===== src/rtl/des_pkg.sv =====
// des_pkg: shared DES constants for the iterative round engine.
// Holds the IP/FP/E/P index tables (1-based, bit 1 = MSB), S1..S8, FSM encoding and mode values.
// No ports; imported by des_f and des_round_engine.
package des_pkg;

    typedef enum logic [1:0] {
        ST_IDLE  = 2'd0,
        ST_ROUND = 2'd1,
        ST_DONE  = 2'd2
    } state_t;

    localparam logic DES_ENC = 1'b0;
    localparam logic DES_DEC = 1'b1;

    localparam logic [4:0] LAST_ROUND = 5'd16;

    localparam int IP_TBL [64] = '{
        58, 50, 42, 34, 26, 18, 10, 2,  60, 52, 44, 36, 28, 20, 12, 4,
        62, 54, 46, 38, 30, 22, 14, 6,  64, 56, 48, 40, 32, 24, 16, 8,
        57, 49, 41, 33, 25, 17,  9, 1,  59, 51, 43, 35, 27, 19, 11, 3,
        61, 53, 45, 37, 29, 21, 13, 5,  63, 55, 47, 39, 31, 23, 15, 7
    };

    localparam int FP_TBL [64] = '{
        40, 8, 48, 16, 56, 24, 64, 32,  39, 7, 47, 15, 55, 23, 63, 31,
        38, 6, 46, 14, 54, 22, 62, 30,  37, 5, 45, 13, 53, 21, 61, 29,
        36, 4, 44, 12, 52, 20, 60, 28,  35, 3, 43, 11, 51, 19, 59, 27,
        34, 2, 42, 10, 50, 18, 58, 26,  33, 1, 41,  9, 49, 17, 57, 25
    };

    localparam int E_TBL [48] = '{
        32,  1,  2,  3,  4,  5,   4,  5,  6,  7,  8,  9,
         8,  9, 10, 11, 12, 13,  12, 13, 14, 15, 16, 17,
        16, 17, 18, 19, 20, 21,  20, 21, 22, 23, 24, 25,
        24, 25, 26, 27, 28, 29,  28, 29, 30, 31, 32,  1
    };

    localparam int P_TBL [32] = '{
        16,  7, 20, 21, 29, 12, 28, 17,   1, 15, 23, 26,  5, 18, 31, 10,
         2,  8, 24, 14, 32, 27,  3,  9,  19, 13, 30,  6, 22, 11,  4, 25
    };

    // Each S-box is 64 nibbles, row-major (row 0 col 0 in the top nibble).
    localparam logic [255:0] SBOX_TBL [8] = '{
        256'hE4D12FB83A6C5907_0F74E2D1A6CB9538_41E8D62BFC973A50_FC8249175B3EA06D,
        256'hF18E6B34972DC05A_3D47F28EC01A69B5_0E7BA4D158C6932F_D8A13F42B67C05E9,
        256'hA09E63F51DC7B428_D709346A285ECBF1_D6498F30B12C5AE7_1AD069874FE3B52C,
        256'h7DE3069A1285BC4F_D8B56F03472C1AE9_A690CB7DF13E5284_3F06A1D8945BC72E,
        256'h2C417AB6853FD0E9_EB2C47D150FA3986_421BAD78F9C5630E_B8C71E2D6F09A453,
        256'hC1AF92680D34E75B_AF427C9561DE0B38_9EF528C3704A1DB6_432C95FABE17608D,
        256'h4B2EF08D3C975A61_D0B7491AE35C2F86_14BDC37EAF680592_6BD814A7950FE23C,
        256'hD2846FB1A93E50C7_1FD8A374C56B0E92_7B419CE206ADF358_21E74A8DFC90356B
    };

    // Outer bits of the 6-bit group pick the row, inner four pick the column.
    function automatic logic [3:0] sbox_lookup(input int n, input logic [5:0] x);
        int idx;
        idx = 16 * int'({x[5], x[0]}) + int'(x[4:1]);
        return SBOX_TBL[n][255 - 4*idx -: 4];
    endfunction

endpackage


===== src/rtl/des_f.sv =====
// des_f: DES round function f(R, K) = P(S(E(R) ^ K)), purely combinational.
// Ports: R[32] right half (bit 1 = MSB), K[48] round subkey, F[32] result.
// Zero latency; no flow control.
module des_f
    import des_pkg::*;
(
    input  logic [31:0] R,
    input  logic [47:0] K,
    output logic [31:0] F
);

    logic [47:0] w_x;
    logic [31:0] w_s;

    // DES bit n of a W-bit vector lives at index W-n.
    always_comb begin
        w_x = '0;
        for (int i = 0; i < 48; i++) begin
            w_x[47 - i] = R[32 - E_TBL[i]];
        end
        w_x = w_x ^ K;
    end

    always_comb begin
        w_s = '0;
        for (int n = 0; n < 8; n++) begin
            w_s[31 - 4*n -: 4] = sbox_lookup(n, w_x[47 - 6*n -: 6]);
        end
    end

    always_comb begin
        F = '0;
        for (int i = 0; i < 32; i++) begin
            F[31 - i] = w_s[32 - P_TBL[i]];
        end
    end

endmodule


===== src/rtl/des_round_engine.sv =====
// des_round_engine: iterative DES encrypt/decrypt, one Feistel round per cycle, 16 cycles accept->out_valid.
// Ports: in_valid/in_ready/mode/key_in/data_in accept a block; key_out/keyid drive the external
//   subkey generator whose subkey returns in the same cycle; out_valid/out_ready/data_out deliver the result.
// Backpressure: DONE holds data_out/out_valid until out_ready; in_ready is low outside IDLE.
module des_round_engine
    import des_pkg::*;
(
    input  logic        clk,
    input  logic        rst,
    input  logic        in_valid,
    output logic        in_ready,
    input  logic        mode,
    input  logic [63:0] key_in,
    input  logic [63:0] data_in,
    output logic [63:0] key_out,
    output logic [4:0]  keyid,
    input  logic [47:0] subkey,
    output logic        out_valid,
    input  logic        out_ready,
    output logic [63:0] data_out
);

    state_t      r_state;
    logic [4:0]  r_cnt;
    logic [31:0] r_l;
    logic [31:0] r_r;
    logic [63:0] r_key;
    logic        r_mode;
    logic [63:0] r_dout;

    logic [63:0] w_ip;
    logic [31:0] w_f;
    logic [31:0] w_r_nxt;
    logic [63:0] w_pre;
    logic [63:0] w_fp;

    always_comb begin
        w_ip = '0;
        for (int i = 0; i < 64; i++) begin
            w_ip[63 - i] = data_in[64 - IP_TBL[i]];
        end
    end

    des_f u_f (
        .R (r_r),
        .K (subkey),
        .F (w_f)
    );

    assign w_r_nxt = r_l ^ w_f;

    // Preimage of FP is {R16, L16}: the round-16 result with no final swap.
    assign w_pre = {w_r_nxt, r_r};

    always_comb begin
        w_fp = '0;
        for (int i = 0; i < 64; i++) begin
            w_fp[63 - i] = w_pre[64 - FP_TBL[i]];
        end
    end

    // Decrypt walks the schedule backwards; outside ROUND the index parks at 1.
    always_comb begin
        keyid = 5'd1;
        if (r_state == ST_ROUND) begin
            keyid = (r_mode == DES_ENC) ? r_cnt : (5'd17 - r_cnt);
        end
    end

    assign in_ready  = (r_state == ST_IDLE);
    assign out_valid = (r_state == ST_DONE);
    assign key_out   = r_key;
    assign data_out  = r_dout;

    always_ff @(posedge clk or posedge rst) begin
        if (rst) begin
            r_state <= ST_IDLE;
            r_cnt   <= 5'd0;
            r_l     <= '0;
            r_r     <= '0;
            r_key   <= '0;
            r_mode  <= DES_ENC;
            r_dout  <= '0;
        end else begin
            case (r_state)
                ST_IDLE: begin
                    if (in_valid) begin
                        r_l     <= w_ip[63:32];
                        r_r     <= w_ip[31:0];
                        r_key   <= key_in;
                        r_mode  <= mode;
                        r_cnt   <= 5'd1;
                        r_state <= ST_ROUND;
                    end
                end
                ST_ROUND: begin
                    r_l <= r_r;
                    r_r <= w_r_nxt;
                    if (r_cnt == LAST_ROUND) begin
                        r_dout  <= w_fp;
                        r_cnt   <= 5'd0;
                        r_state <= ST_DONE;
                    end else begin
                        r_cnt <= r_cnt + 5'd1;
                    end
                end
                ST_DONE: begin
                    if (out_ready) begin
                        r_state <= ST_IDLE;
                    end
                end
                default: begin
                    r_state <= ST_IDLE;
                end
            endcase
        end
    end

endmodule


===== config.mk =====
export PLATFORM = sky130hd
export DESIGN_NAME = des_round_engine
export DESIGN_NICKNAME = d
export VERILOG_FILES = /design/src/rtl/des_pkg.sv /design/src/rtl/des_f.sv /design/src/rtl/des_round_engine.sv
export SDC_FILE = /design/constraint.sdc
export NUM_CORES = 1
export LEC_CHECK = 0
export BUFFER_PORTS_ARGS = -buffer_cell sky130_fd_sc_hd__buf_2
export CORE_AREA = 2 2 189 191
export DETAILED_ROUTE_END_ITERATION = 8
export DIE_AREA = 0 0 191 193
export GPL_TIMING_DRIVEN = 0
export HOLD_SLACK_MARGIN = 0.06
export PLACE_DENSITY_LB_ADDON = 0.3
export SLEW_MARGIN = 20
export SYNTH_ARGS = -nofsm -noshare
export SYNTH_HDL_FRONTEND = slang
export SYNTH_SLANG_ARGS = --single-unit
export TNS_END_PERCENT = 30

===== constraint.sdc =====
create_clock -name clk -period 5.99 [get_ports clk]
set_clock_uncertainty 0.1 [all_clocks]
set_input_delay 0.2995 -clock clk [delete_from_list [all_inputs] [get_ports clk]]
set_output_delay 0.2995 -clock clk [all_outputs]
set_load 0.02 [all_outputs]

# Word level (Yosys, flattened, before mapping)
# Index checks and enable logic that the tools add are counted.
[totals]
reg_bits = 200
input_bits = 181
output_inout_bits = 135
wordCells = 60
[classes]
n_addsub = 18
eq_ne = 6
n_shift = 8
n_mux = 13
n_bitwise = 2
n_reduce_logical = 6
[ops]
columns = ["operator", "count"]
rows = [
  ["$shiftx 259x32->4 const A", 8],
  ["$sub 9x32->32 const A", 8],
  ["$pmux 32 s2", 2],
  ["$mux 32", 2],
  ["$add 6x4->7", 8],
  ["$xor 48x48->48", 1],
  ["$xor 32x32->32", 1],
  ["$mux 5", 4],
  ["$pmux 5 s2", 1],
  ["$mux 2", 3],
  ["$pmux 2 s3", 1],
  ["$reduce_and 2->1", 3],
  ["$add 5x1->5 const B", 1],
  ["$eq 5x5->1 const B", 1],
  ["$sub 5x5->5 const A", 1],
  ["$ne 2x1->1 const B", 2],
  ["$reduce_and 3->1", 1],
  ["$eq 2x1->1 const B", 1],
  ["$eq 2x2->1 const B", 1],
  ["$logic_not 2->1", 1],
  ["$ne 2x2->1 const B", 1],
  ["$reduce_bool 2->1", 1],
]

# Depth between registers and ports, before layout
[logic_depth]
ltp_word = 6
ltp_mapped = 11
mapped_depth_nobuf = 10

# By module
# A second synthesis with hierarchy kept.
[hier_totals]
cells_unflattened = 1314
area_unflattened_um2 = 13688.1
[modules_own_cells]
columns = ["module", "instances", "cells_each", "area_each_um2", "seq_area_each_um2"]
rows = [
  ["des_round_engine", 1, 624, 8574.5, 5004.8],
  ["des_f", 1, 690, 5113.7, 0.0],
]

# Least setup slack after synthesis
# Ideal clock, no wire load.
[synth_path]
kind = "reg2reg"
from = "register r_r[12]"
to = "register r_dout[44] (netlist: data_out[44])"
setup_ns = 0.125
arrival_time_ns = 2.423
required_ns = 5.765
setup_slack_ns = 3.343
path_stages_with_launch = 10
synth_period_minus_slack_ns = 2.647
cell_sequence = "dfrtp_1 > xor2_2 > ha_1 > clkbuf_1 > nand2_1 > a21oi_1 > a31oi_1 > mux4_2 > xnor2_1 > mux2_2"
[synth_via]
elab_chain_cells = 5
[synth_rtl]
columns = ["element", "line", "source"]
rows = [
  ["from (decl)", "des_round_engine.sv:26", "logic [31:0] r_r;"],
  ["from (signal assigned)", "des_round_engine.sv:89", "r_r <= w_ip[31:0];"],
  ["from (signal assigned)", "des_round_engine.sv:98", "r_r <= w_r_nxt;"],
  ["$xor 48x48->48", "des_f.sv:21", "w_x = w_x ^ K;"],
  ["$add 6x4->7", "des_pkg.sv:58", "idx = 16 * int'({x[5], x[0]}) + int'(x[4:1]);"],
  ["$sub 9x32->32", "des_pkg.sv:59", "return SBOX_TBL[n][255 - 4*idx -: 4];"],
  ["$shiftx 259x32->4", "des_pkg.sv:59", ""],
  ["$xor 32x32->32", "des_round_engine.sv:50", "assign w_r_nxt = r_l ^ w_f;"],
  ["to (signal assigned)", "des_round_engine.sv:100", "r_dout <= w_fp;"],
  ["to (decl)", "des_round_engine.sv:29", "logic [63:0] r_dout;"],
]
# No other way between the ends.
# A chain may end at the register's enable or synchronous reset.

# Worst setup path in the final report
[layout_path]
from = "register r_r[4]"
to = "register r_dout[54] (netlist: data_out[54])"
# The elaborated chain is that of the path after synthesis.

==> metrics.txt <==
# TYPE chip_impl_metric gauge
chip_impl_metric{name="regToRegSetupSlack",unit="ns"} 2.57
chip_impl_metric{name="path_buf_inv",unit=""} 1
chip_impl_metric{name="clk-insertion-delay-late",unit="ns"} 0.47
chip_impl_metric{name="synth_edf_count",unit=""} 0
chip_impl_info{name="critical-path-slowest-cell",value="xor2_1"} 1
chip_impl_metric{name="routed_wl",unit="um"} 50700
chip_impl_metric{name="share_of_post_route_cells_with_drive_strength_above_1",unit=""} 0.269
chip_impl_metric{name="achievable-frequency",unit="GHz"} 0.292
chip_impl_metric{name="syn_nets",unit=""} 1691
chip_impl_info{name="post-synth-top-count-cell",value="nand2_1"} 1
chip_impl_metric{name="drt_drc_violations_left",unit=""} 0
chip_impl_metric{name="route.antenna.remaining_nets",unit=""} 0
chip_impl_metric{name="design.die.area",unit="mm2"} 0.0369
chip_impl_info{name="critPathLaunchType",value="flop"} 1
chip_impl_metric{name="h_tree_depth",unit=""} 4
chip_impl_metric{name="syn_avg_cell_area",unit="um2"} 9.50
chip_impl_info{name="post_synth_main_area_contributors",value="dfrtp_1 (36%), nand2_1 (6.5%), ha_1 (6.0%)"} 1
chip_impl_metric{name="final.setup.tns",unit="ns"} 0
chip_impl_metric{name="core",unit="mm2"} 0.0350
chip_impl_metric{name="share_of_flip_flops_with_an_asynchronous_set_or_reset",unit=""} 1.00
chip_impl_metric{name="detailroute.via_count",unit=""} 13000
chip_impl_metric{name="setup_viol",unit=""} 0
chip_impl_metric{name="die_x_extent",unit="um"} 191
chip_impl_metric{name="number_of_antenna_violations_at_the_first_check_in_global_routing",unit=""} 1
chip_impl_metric{name="dp_hpwl",unit="um"} 36900
chip_impl_metric{name="worst-path-max-fanout",unit=""} 10
chip_impl_metric{name="vias_in_the_first_global_route",unit=""} 12500
chip_impl_info{name="status",value="finished clean"} 1
chip_impl_metric{name="fin_hold_ws",unit="ns"} 0.0737
chip_impl_metric{name="floorplan.initialDensity",unit=""} 0.393
chip_impl_metric{name="post_cts.resized_instances",unit=""} 0
chip_impl_metric{name="cts_hold_repair.buffers",unit=""} 104
chip_impl_metric{name="critPathArrivalTime",unit="ns"} 3.64
chip_impl_info{name="critical_path.cell_chain",value="xor2_1, ha_1, clkbuf_1, nand2b_1, a32oi_1, o221ai_1, a21oi_1, xor2_1, o21ai_0"} 1
chip_impl_info{name="crit_path_start",value="r_r[4]"} 1
chip_impl_metric{name="worstMarginPinSlew",unit="ns"} 1.01
chip_impl_info{name="hold_path_class",value="input pin to flop"} 1
chip_impl_metric{name="synth-warning-count",unit=""} 0
chip_impl_info{name="r2r-end",value="data_out[54]"} 1
chip_impl_metric{name="ys_ff_latch",unit=""} 200
chip_impl_metric{name="timing.reg2reg.worst_path_depth",unit=""} 9
chip_impl_metric{name="pwr_density_cell",unit="mW/mm2"} 665
chip_impl_info{name="crit_top_cell",value="xor2_1"} 1
chip_impl_metric{name="post_drt_via_cell_ratio",unit=""} 5.49
chip_impl_metric{name="globalRouteOverflowTotal",unit=""} 0
chip_impl_metric{name="placement.setup.worst_slack",unit="ns"} 2.59
chip_impl_metric{name="synth.top_cell.area_share",unit=""} 0.365
chip_impl_metric{name="synth-seq-area-share",unit=""} 0.365
chip_impl_metric{name="cts.sinks",unit=""} 200
chip_impl_info{name="synth.largest_area_cell",value="dfrtp_1"} 1
chip_impl_metric{name="finalHoldViolCount",unit=""} 0
chip_impl_metric{name="critical_path.max_stage_delay",unit="ns"} 0.62
chip_impl_metric{name="timing.critical_path.depth",unit=""} 9
chip_impl_metric{name="worstPathRequired",unit="ns"} 6.21
chip_impl_metric{name="first_iter_violations",unit=""} 1110
chip_impl_metric{name="slew_headroom",unit=""} 0.326
chip_impl_metric{name="finalInstanceArea",unit="mm2"} 0.0176
chip_impl_metric{name="area.sequential",unit="mm2"} 0.00500
chip_impl_metric{name="cts-buffers-inserted",unit=""} 17
chip_impl_metric{name="finalPower",unit="mW"} 11.7
chip_impl_metric{name="worst_ir_drop_vdd",unit="mV"} 0.246
chip_impl_metric{name="wire_length_of_the_first_global_routing_pass",unit="um"} 75300
chip_impl_metric{name="path_clk_slew",unit="ns"} 0.08
chip_impl_info{name="endpoint_kind",value="flop"} 1
chip_impl_metric{name="pin_count",unit=""} 316
chip_impl_metric{name="port-buffer-count",unit=""} 315
chip_impl_info{name="tritoncts",value="done"} 1
chip_impl_metric{name="max_cap_violations",unit=""} 0
chip_impl_metric{name="chipHeight",unit="um"} 193
chip_impl_metric{name="cts_max_path_buffers",unit=""} 2
chip_impl_metric{name="multi_input_gate_area_in_the_final_layout",unit="mm2"} 0.00815
chip_impl_metric{name="filler_cell_count",unit=""} 3328
chip_impl_info{name="setup_repair_after_global_routing_missed_its_margin",value="false"} 1
chip_impl_metric{name="largest_net_degree_at_the_start_of_global_routing",unit=""} 94
chip_impl_metric{name="synth_area",unit="mm2"} 0.0137
chip_impl_info{name="synth_ff_type",value="dfrtp_1"} 1
chip_impl_metric{name="grt.total_usage",unit=""} 0.271
chip_impl_info{name="origin_of_the_critical_flop_to_flop_path",value="r_r[4]"} 1
chip_impl_info{name="critical_path.endpoint",value="data_out[54]"} 1
chip_impl_metric{name="syn2layout_area_growth",unit="%"} 28.4
chip_impl_info{name="critPathTopFamily",value="compound AO/OA/AOI/OAI gates"} 1
chip_impl_metric{name="worst_slack",unit="ns"} 2.57
chip_impl_metric{name="placed_cell_area",unit="mm2"} 0.0159
chip_impl_info{name="synthTopCellsByCount",value="nand2_1 (236), dfrtp_1 (200), o21ai_0 (85)"} 1
chip_impl_metric{name="power_leakage",unit="nW"} 7.99
chip_impl_info{name="clk_root_buffer_cell",value="clkbuf_16"} 1
chip_impl_metric{name="post_cts_buffers",unit=""} 0
chip_impl_metric{name="final.min_clock_period",unit="ns"} 3.42
chip_impl_metric{name="ys_types",unit=""} 63
chip_impl_metric{name="final.period_utilization",unit=""} 0.571
chip_impl_metric{name="finalNetCount",unit=""} 2131
chip_impl_metric{name="avgRoutedWirePerCell",unit="um"} 21.5
chip_impl_metric{name="synthCells",unit=""} 1444
chip_impl_info{name="timing_worst_setup_path_type",value="flop to flop"} 1
chip_impl_metric{name="place_congestion",unit=""} 0.941
chip_impl_metric{name="num_rows",unit=""} 69
chip_impl_metric{name="drtPass1Iterations",unit=""} 5
chip_impl_metric{name="timing_max_transition_violations_final",unit=""} 0
## layout make-up
cell class                 instances  share of cell area
multi-input combinational       1110               0.463
sequential                       200               0.284
timing repair buffer             421               0.152
tap                              461              0.0327
clock buffer                      18              0.0244
buffer                            93              0.0234
clock inverter                    14              0.0114
inverter                          41             0.00916
antenna                            2            0.000284
## how the worst min path moves through the flow
stage            startpoint  cells after the start           end  slack [ns]
2_1_floorplan     out_ready                      1    r_state[1]        0.31
3_3_place_gp   data_out[35]                      2  data_out[35]        0.36
3_5_place_dp            rst                      2   key_out[39]        0.14
4_1_cts          data_in[8]                      3        r_l[6]        0.06
5_1_grt          data_in[5]                      3       r_r[23]        0.06
6_report         data_in[8]                      3        r_l[6]        0.07
## report_power, final
group,switching [mW],internal [mW]
logic,4.76,3.11
registers,0.537,2.04
clock network,0.633,0.645
## per-stage QoR
stage | instances | util
final | 2360 | 0.504
after global routing | 2359 | 0.504
after CTS | 2358 | 0.504
after detailed placement | 2222 | 0.456
after global placement | 2220 | 0.454
after floorplan | 1444 | -
## sequential cells by signal, summed over array words and instances, names as in the netlist
| register | flops |
|---|---|
| r_cnt | 5 |
| data_out | 64 |
| r_r | 32 |
| r_mode | 1 |
| key_out | 64 |
| r_l | 32 |
| r_state | 2 |
## placed cells by master (no fill, tap or decap), types with 8 or more instances in the layout
cell           instances
buf_1                 10
buf_2                342
nor2b_1               29
a31oi_1               19
dlygate4sd3_1        104
nand2b_1              10
o211ai_1              34
a21oi_1               68
nand2_1              236
mux4_2                26
nor3_1                32
nand3_1               15
mux2i_1               69
nor2_1                60
xnor2_2               11
buf_4                  8
o21ai_0               85
dfrtp_1              200
inv_1                 29
clkbuf_16             17
mux2_2                69
xor2_1                51
inv_2                 10
xor2_2                 8
o21ai_1               17
xnor2_1               65
ha_1                  66
clkbuf_1              49
a211oi_1              52
## logic make-up (layout without fill, tap and decap cells)
group,Yosys count,in the layout,share of synthesized area
fa+ha+maj,66,66,0.0602
compound gates,342,342,0.160
mux,165,165,0.151
flops,200,200,0.365
simple gates,401,401,0.125
other cells,0,2,0
xor+xnor,136,136,0.0986
buf+inv,134,587,0.0413
## worst register-to-register path: cells and delay by family (launching register included)
family	cells	cell delay (ns)
AO/OA/AOI/OAI	4	0.92
XOR/XNOR	2	0.92
adder cells (fa/ha/maj)	1	0.37
buffers and inverters	1	0.24
flip-flops	1	0.50
AND/OR/NAND/NOR	1	0.22
## routing by layer
metal / vias up / track usage / share of wire
met4: 0 / 0.0784 / 0.023
met3: 61 / 0.0414 / 0.060
met2: 488 / 0.435 / 0.48
met5: - / 0 / 0
li1: 6020 / - / -
met1: 6391 / 0.380 / 0.44
No activity file was read; power rests on OpenSTA's default activity.
